### src/rtl/packet_rx.sv
`timescale 1ns/1ps
// packet_rx: frames a byte-serial packet stream onto the packet FIFO write port.
// Define RX_CRC_CHECK_EN to compare the crc byte against the XOR of header and data bytes.
module packet_rx #(
    parameter int WIDTH     = 11,
    parameter int UWIDTH    = 8,
    parameter int PTR_IN_SZ = 4
) (
    input  logic                 clk1,
    input  logic                 rst,
    input  logic [UWIDTH-1:0]    in_data,
    input  logic                 in_valid,
    input  logic                 in_last,
    output logic                 in_ready,
    input  logic                 wfull,
    output logic [PTR_IN_SZ-1:0] waddr_in,
    output logic [UWIDTH-1:0]    wdata,
    output logic                 winc,
    output logic                 err,
    output logic [1:0]           err_code
);
    localparam logic [UWIDTH-1:0] MAX_SIZE = UWIDTH'(WIDTH - 4);

    typedef enum logic [2:0] {
        IDLE, HDR_DST, HDR_SIZE, DATA, CRC, COMMIT, DROP
    } state_t;

    typedef enum logic [1:0] {
        ERR_NONE  = 2'b00,
        ERR_SIZE  = 2'b01,
        ERR_FRAME = 2'b10,
        ERR_CRC   = 2'b11
    } err_t;

    state_t               state, next_state;
    err_t                 code_next;
    logic                 err_next, commit, ready_q;
    logic                 accept, write_byte, size_bad;
    logic [PTR_IN_SZ-1:0] idx, remaining;

    // wfull only gates the start of a packet; a frame already underway is never stalled.
    assign in_ready   = ready_q & ~((state == IDLE) & wfull);
    assign accept     = in_valid & in_ready;
    assign write_byte = accept & (state != DROP);
    assign size_bad   = (in_data == '0) || (in_data > MAX_SIZE);

`ifdef RX_CRC_CHECK_EN
    logic [UWIDTH-1:0] chk_val;

    always_ff @(posedge clk1) begin
        if (rst) begin
            chk_val <= '0;
        end else if (accept) begin
            if (state == IDLE)
                chk_val <= in_data;
            else if (state == HDR_DST || state == HDR_SIZE || state == DATA)
                chk_val <= chk_val ^ in_data;
        end
    end
`endif

    // NOTE: every signal written here gets a default first, so no path can infer a latch.
    always_comb begin
        next_state = state;
        err_next   = 1'b0;
        code_next  = ERR_NONE;
        commit     = 1'b0;
        if (state == COMMIT) begin
            next_state = IDLE;
        end else if (accept) begin
            unique case (state)
                IDLE: begin
                    if (in_last) begin
                        err_next  = 1'b1;
                        code_next = ERR_FRAME;
                    end else begin
                        next_state = HDR_DST;
                    end
                end
                HDR_DST: begin
                    if (in_last) begin
                        err_next   = 1'b1;
                        code_next  = ERR_FRAME;
                        next_state = IDLE;
                    end else begin
                        next_state = HDR_SIZE;
                    end
                end
                HDR_SIZE: begin
                    if (size_bad) begin
                        err_next   = 1'b1;
                        code_next  = ERR_SIZE;
                        next_state = in_last ? IDLE : DROP;
                    end else if (in_last) begin
                        err_next   = 1'b1;
                        code_next  = ERR_FRAME;
                        next_state = IDLE;
                    end else begin
                        next_state = DATA;
                    end
                end
                DATA: begin
                    if (in_last) begin
                        err_next   = 1'b1;
                        code_next  = ERR_FRAME;
                        next_state = IDLE;
                    end else if (remaining == PTR_IN_SZ'(1)) begin
                        next_state = CRC;
                    end
                end
                CRC: begin
                    if (!in_last) begin
                        err_next   = 1'b1;
                        code_next  = ERR_FRAME;
                        next_state = DROP;
                    end
`ifdef RX_CRC_CHECK_EN
                    else if (in_data != chk_val) begin
                        err_next   = 1'b1;
                        code_next  = ERR_CRC;
                        next_state = IDLE;
                    end
`endif
                    else begin
                        commit     = 1'b1;
                        next_state = COMMIT;
                    end
                end
                DROP: begin
                    if (in_last) next_state = IDLE;
                end
                default: next_state = IDLE;
            endcase
        end
    end

    // NOTE: reset is synchronous; sequential state uses non-blocking assignments only.
    always_ff @(posedge clk1) begin
        if (rst) begin
            state     <= IDLE;
            ready_q   <= 1'b0;
            idx       <= '0;
            remaining <= '0;
            waddr_in  <= '0;
            wdata     <= '0;
            winc      <= 1'b0;
            err       <= 1'b0;
            err_code  <= ERR_NONE;
        end else begin
            state   <= next_state;
            ready_q <= (next_state != COMMIT);
            winc    <= commit;
            err     <= err_next;
            if (err_next) err_code <= code_next;
            if (write_byte) begin
                waddr_in <= idx;
                wdata    <= in_data;
            end
            if (next_state == IDLE)
                idx <= '0;
            else if (write_byte)
                idx <= idx + PTR_IN_SZ'(1);
            if (accept && state == HDR_SIZE)
                remaining <= in_data[PTR_IN_SZ-1:0];
            else if (accept && state == DATA)
                remaining <= remaining - PTR_IN_SZ'(1);
        end
    end

endmodule

### config.mk
export PLATFORM = sky130hd
export DESIGN_NAME = packet_rx
export DESIGN_NICKNAME = d
export VERILOG_FILES = /design/src/rtl/packet_rx.sv
export SDC_FILE = /design/constraint.sdc
export NUM_CORES = 1
export LEC_CHECK = 0
export CAP_MARGIN = 20
export CORE_ASPECT_RATIO = 1.2
export CORE_UTILIZATION = 49
export CTS_CLUSTER_DIAMETER = 150
export DETAILED_ROUTE_END_ITERATION = 7
export GPL_ROUTABILITY_DRIVEN = 0
export PLACE_DENSITY = 0.78
export SYNTH_ARGS = -nofsm -noshare
export SYNTH_HDL_FRONTEND = slang
export SYNTH_SLANG_ARGS = --single-unit
### constraint.sdc
create_clock -name clk1 -period 2.1 [get_ports clk1]
set_input_delay 0.525 -clock clk1 [delete_from_list [all_inputs] [get_ports clk1]]
set_output_delay 0.525 -clock clk1 [all_outputs]
set_load 0.05 [all_outputs]
==> results.sh <==
export IMPL_outcome="completed"
export IMPL_globalRouteTotalUtil_pct=26.1
export IMPL_routed_via_density=5.77
export IMPL_multi_input_area_sq_um=771
export IMPL_synth_xor_xnor_area_share_pct=2.54
export IMPL_seq_area_frac_synth_pct=40.6
export IMPL_drt_iter0_drc=35
export IMPL_die_area_sq_um=3040
export IMPL_detailroute_via_count=1432
export IMPL_hpwlAfterDp_um=2570
export IMPL_power_ir_vdd_worst_uv=466
export IMPL_grt_util_met1_pct=26.8
export IMPL_number_of_global_route_vias_before_repair=1466
export IMPL_worstSetupStartpointType="flip-flop"
export IMPL_finalWorstSetupSlack_ns=0.0340
export IMPL_avgRoutedWirePerCell_um=14.3
export IMPL_netlist_cell_type_count=42
export IMPL_postSynthRegisterBits=28
export IMPL_layout_worst_path_cycle_share_pct=98.4
export IMPL_coreArea_sq_um=2600
export IMPL_power_density_cell_area_nw_per_um2=575
export IMPL_setup_violations_final=0
export IMPL_final_hold_violation_count=0
export IMPL_wire_length_of_the_first_global_routing_pass_um=6000
export IMPL_worst_setup_path_class="reg -> out"
export IMPL_drc=0
export IMPL_initial_utilization_pct=53.1
export IMPL_hold_class="reg -> reg"
export IMPL_final_instance_count_excl_fill=248
export IMPL_final_fill_count=203
export IMPL_largest_net_degree_at_the_start_of_global_routing=29
export IMPL_clkLatencyLatePin_ns=0.34
export IMPL_grtUsageMet3_pct=3.05
export IMPL_asyncSetResetFlopFracSynth_pct=0
export IMPL_hold_buffers=0
export IMPL_die_boundary_width_um=50.5
export IMPL_maxCapViolations=0
export IMPL_fin_crit_ns=2.07
export IMPL_share_of_layout_cells_above_drive_strength_1_pct=19.1
export IMPL_tritoncts_num_sinks=28
export IMPL_arrival_ns=1.54
export IMPL_yosys_most_used_dff="sky130_fd_sc_hd__dfxtp_1"
export IMPL_synthMuxAreaShare_pct=6.52
export IMPL_timing_final_max_slew_violations=0
export IMPL_grt_util_met2_pct=51.2
export IMPL_regArea_sq_um=566
export IMPL_die_y_um=60.2
export IMPL_tritoncts="done"
export IMPL_synthTopCellsByCount="sky130_fd_sc_hd__dfxtp_1 (28), sky130_fd_sc_hd__nand2_1 (21), sky130_fd_sc_hd__nor2_1 (17)"
export IMPL_num_antenna_cells=0
export IMPL_placed_cell_area_sq_um=1860
export IMPL_grt_setup_unrepaired="false"
export IMPL_dominant_cell_type_by_area_after_synthesis="sky130_fd_sc_hd__dfxtp_1"
export IMPL_antenna_violations_before_repair=0
export IMPL_worstMarginPinSlew_ns=0.512
export IMPL_path_max_fanout=4
export IMPL_power_total_mw=1.13
export IMPL_yosys_warnings=0
export IMPL_worst_endpoint_required_ns=1.57
export IMPL_htree_levels=1
export IMPL_fmax_ghz=0.484
export IMPL_final_antenna_net_count=0
export IMPL_syn_cell_area_sq_um=1380
export IMPL_main_combinational_cell_family_by_area_after_synthesis="simple AND/OR/NAND/NOR gates"
export IMPL_synth_most_common_cell="sky130_fd_sc_hd__dfxtp_1"
export IMPL_post_synth_cell_area_avg_sq_um=8.42
export IMPL_post_synth_inst_count=164
export IMPL_num_rows=20
export IMPL_post_route_cell_area_sq_um=1970
export IMPL_placement_setup_worst_slack_ns=-0.271
export IMPL_portBuffers=29
export IMPL_finalWirelength_um=3550
export IMPL_postSynthNetCount=180
export IMPL_drt_pass1_iterations=4
export IMPL_num_io_pins=30
export IMPL_holdWs_ns=0.465
export IMPL_synthSimpleGateAreaFrac_pct=22.5
export IMPL_leakage_nw=0.790
export IMPL_layout_area_overhead_vs_synth_pct=42.4
export IMPL_leading_cell_types_by_total_area_after_synthesis="sky130_fd_sc_hd__dfxtp_1 (41%), sky130_fd_sc_hd__mux2i_1 (6.5%), sky130_fd_sc_hd__nand2_1 (5.7%)"
export IMPL_synth_top_cell_area_share_pct=40.6
export IMPL_globalRoute_busiestLayer="met2"
export IMPL_root_buffer_cell="sky130_fd_sc_hd__clkbuf_4"
export IMPL_timing_clock_skew_ns=0.00503
export IMPL_synth_adder_area_share_pct=2.72
export IMPL_ctsLongestPathBuffers=2
export IMPL_grt_ovf=0
export IMPL_compound_cell_area_share_of_the_yosys_netlist_pct=21.0
export IMPL_max_slew_margin_pct=65.8
export IMPL_post_place_cells=240
export IMPL_cts_buffers=3
export IMPL_timing_critical_path_to_type="primary output"
export IMPL_num_nets_final=232
export IMPL_edff_count_synth=0
export IMPL_clk_pin_slew_ns=0.15
[worst paths after layout]
kind | start | end | cells after the start | slack [ns]
setup / recovery | state[1] | in_ready | 3 | 0.03
setup reg to reg | remaining[1] | idx[0] | 8 | 0.16
hold reg to reg | waddr_in[3] | waddr_in[3] | 2 | 0.46
hold / removal | waddr_in[3] | waddr_in[3] | 2 | 0.46
[cells by family (layout without fill, tap and decap cells)]
family / count (synthesis) / in the layout
simple gates: 63 / 63
compound gates: 43 / 43
flops: 28 / 28
buf+inv: 14 / 65
mux: 9 / 9
xor+xnor: 4 / 4
fa+ha+maj: 3 / 3
[layout by cell type (no fill, tap or decap), types with 5 or more instances in the layout]
| master | n |
|---|---|
| sky130_fd_sc_hd__a211oi_1 | 6 |
| sky130_fd_sc_hd__a21oi_1 | 13 |
| sky130_fd_sc_hd__buf_4 | 27 |
| sky130_fd_sc_hd__clkdlybuf4s50_1 | 25 |
| sky130_fd_sc_hd__dfxtp_1 | 26 |
| sky130_fd_sc_hd__mux2i_1 | 9 |
| sky130_fd_sc_hd__nand2_1 | 21 |
| sky130_fd_sc_hd__nor2_1 | 17 |
| sky130_fd_sc_hd__nor3_1 | 5 |
| sky130_fd_sc_hd__o21ai_0 | 5 |
[worst max-delay path: stages, from the launching register on]
cell                      delay [ns]
sky130_fd_sc_hd__dfxtp_4        0.39
sky130_fd_sc_hd__or4b_4         0.52
sky130_fd_sc_hd__and2_4         0.16
sky130_fd_sc_hd__buf_8          0.14
[repair_timing]
item	4_1_cts	5_1_grt
resized for setup	5	5
setup buffers	1	3
setup endpoints to repair	1	5
pin swaps	1	0
[flip-flops by register name, summed over array words and instances (netlist names)]
register and flops:
err 1, state 3, winc 1, waddr_in 4, ready_q 1, idx 4
wdata 8, remaining 4, err_code 2
[area by class of cell]
class / instances / share of cell area (%)
multi-input cells: 122 / 39.2
flip-flops and latches: 28 / 28.8
repair buffers: 57 / 26.5
well taps: 33 / 2.10
clock inverters: 1 / 1.53
clock buffers: 3 / 1.15
inverters: 4 / 0.763
[layer usage]
metal  vias up  share of wire, %
li1        686                 -
met1       674                40
met2        65                52
met3         7               5.5
met4         0               1.8
met5         -                 0
[power breakdown]
group / internal, mW / switching [mW] / leakage (nW)
logic: 0.106 / 0.117 / 0.534
registers: 0.542 / 0.00746 / 0.228
clock network: 0.193 / 0.165 / 0.0279
[through the flow]
stage / TNS [ns] / utilization (%)
floorplan: 0 / -
global placement: -2.88 / 71.5
detailed placement: -3.34 / 71.5
CTS: 0 / 74.2
global route: 0 / 75.6
finish: 0 / 75.6
No activity file was read; power rests on OpenSTA's default activity.
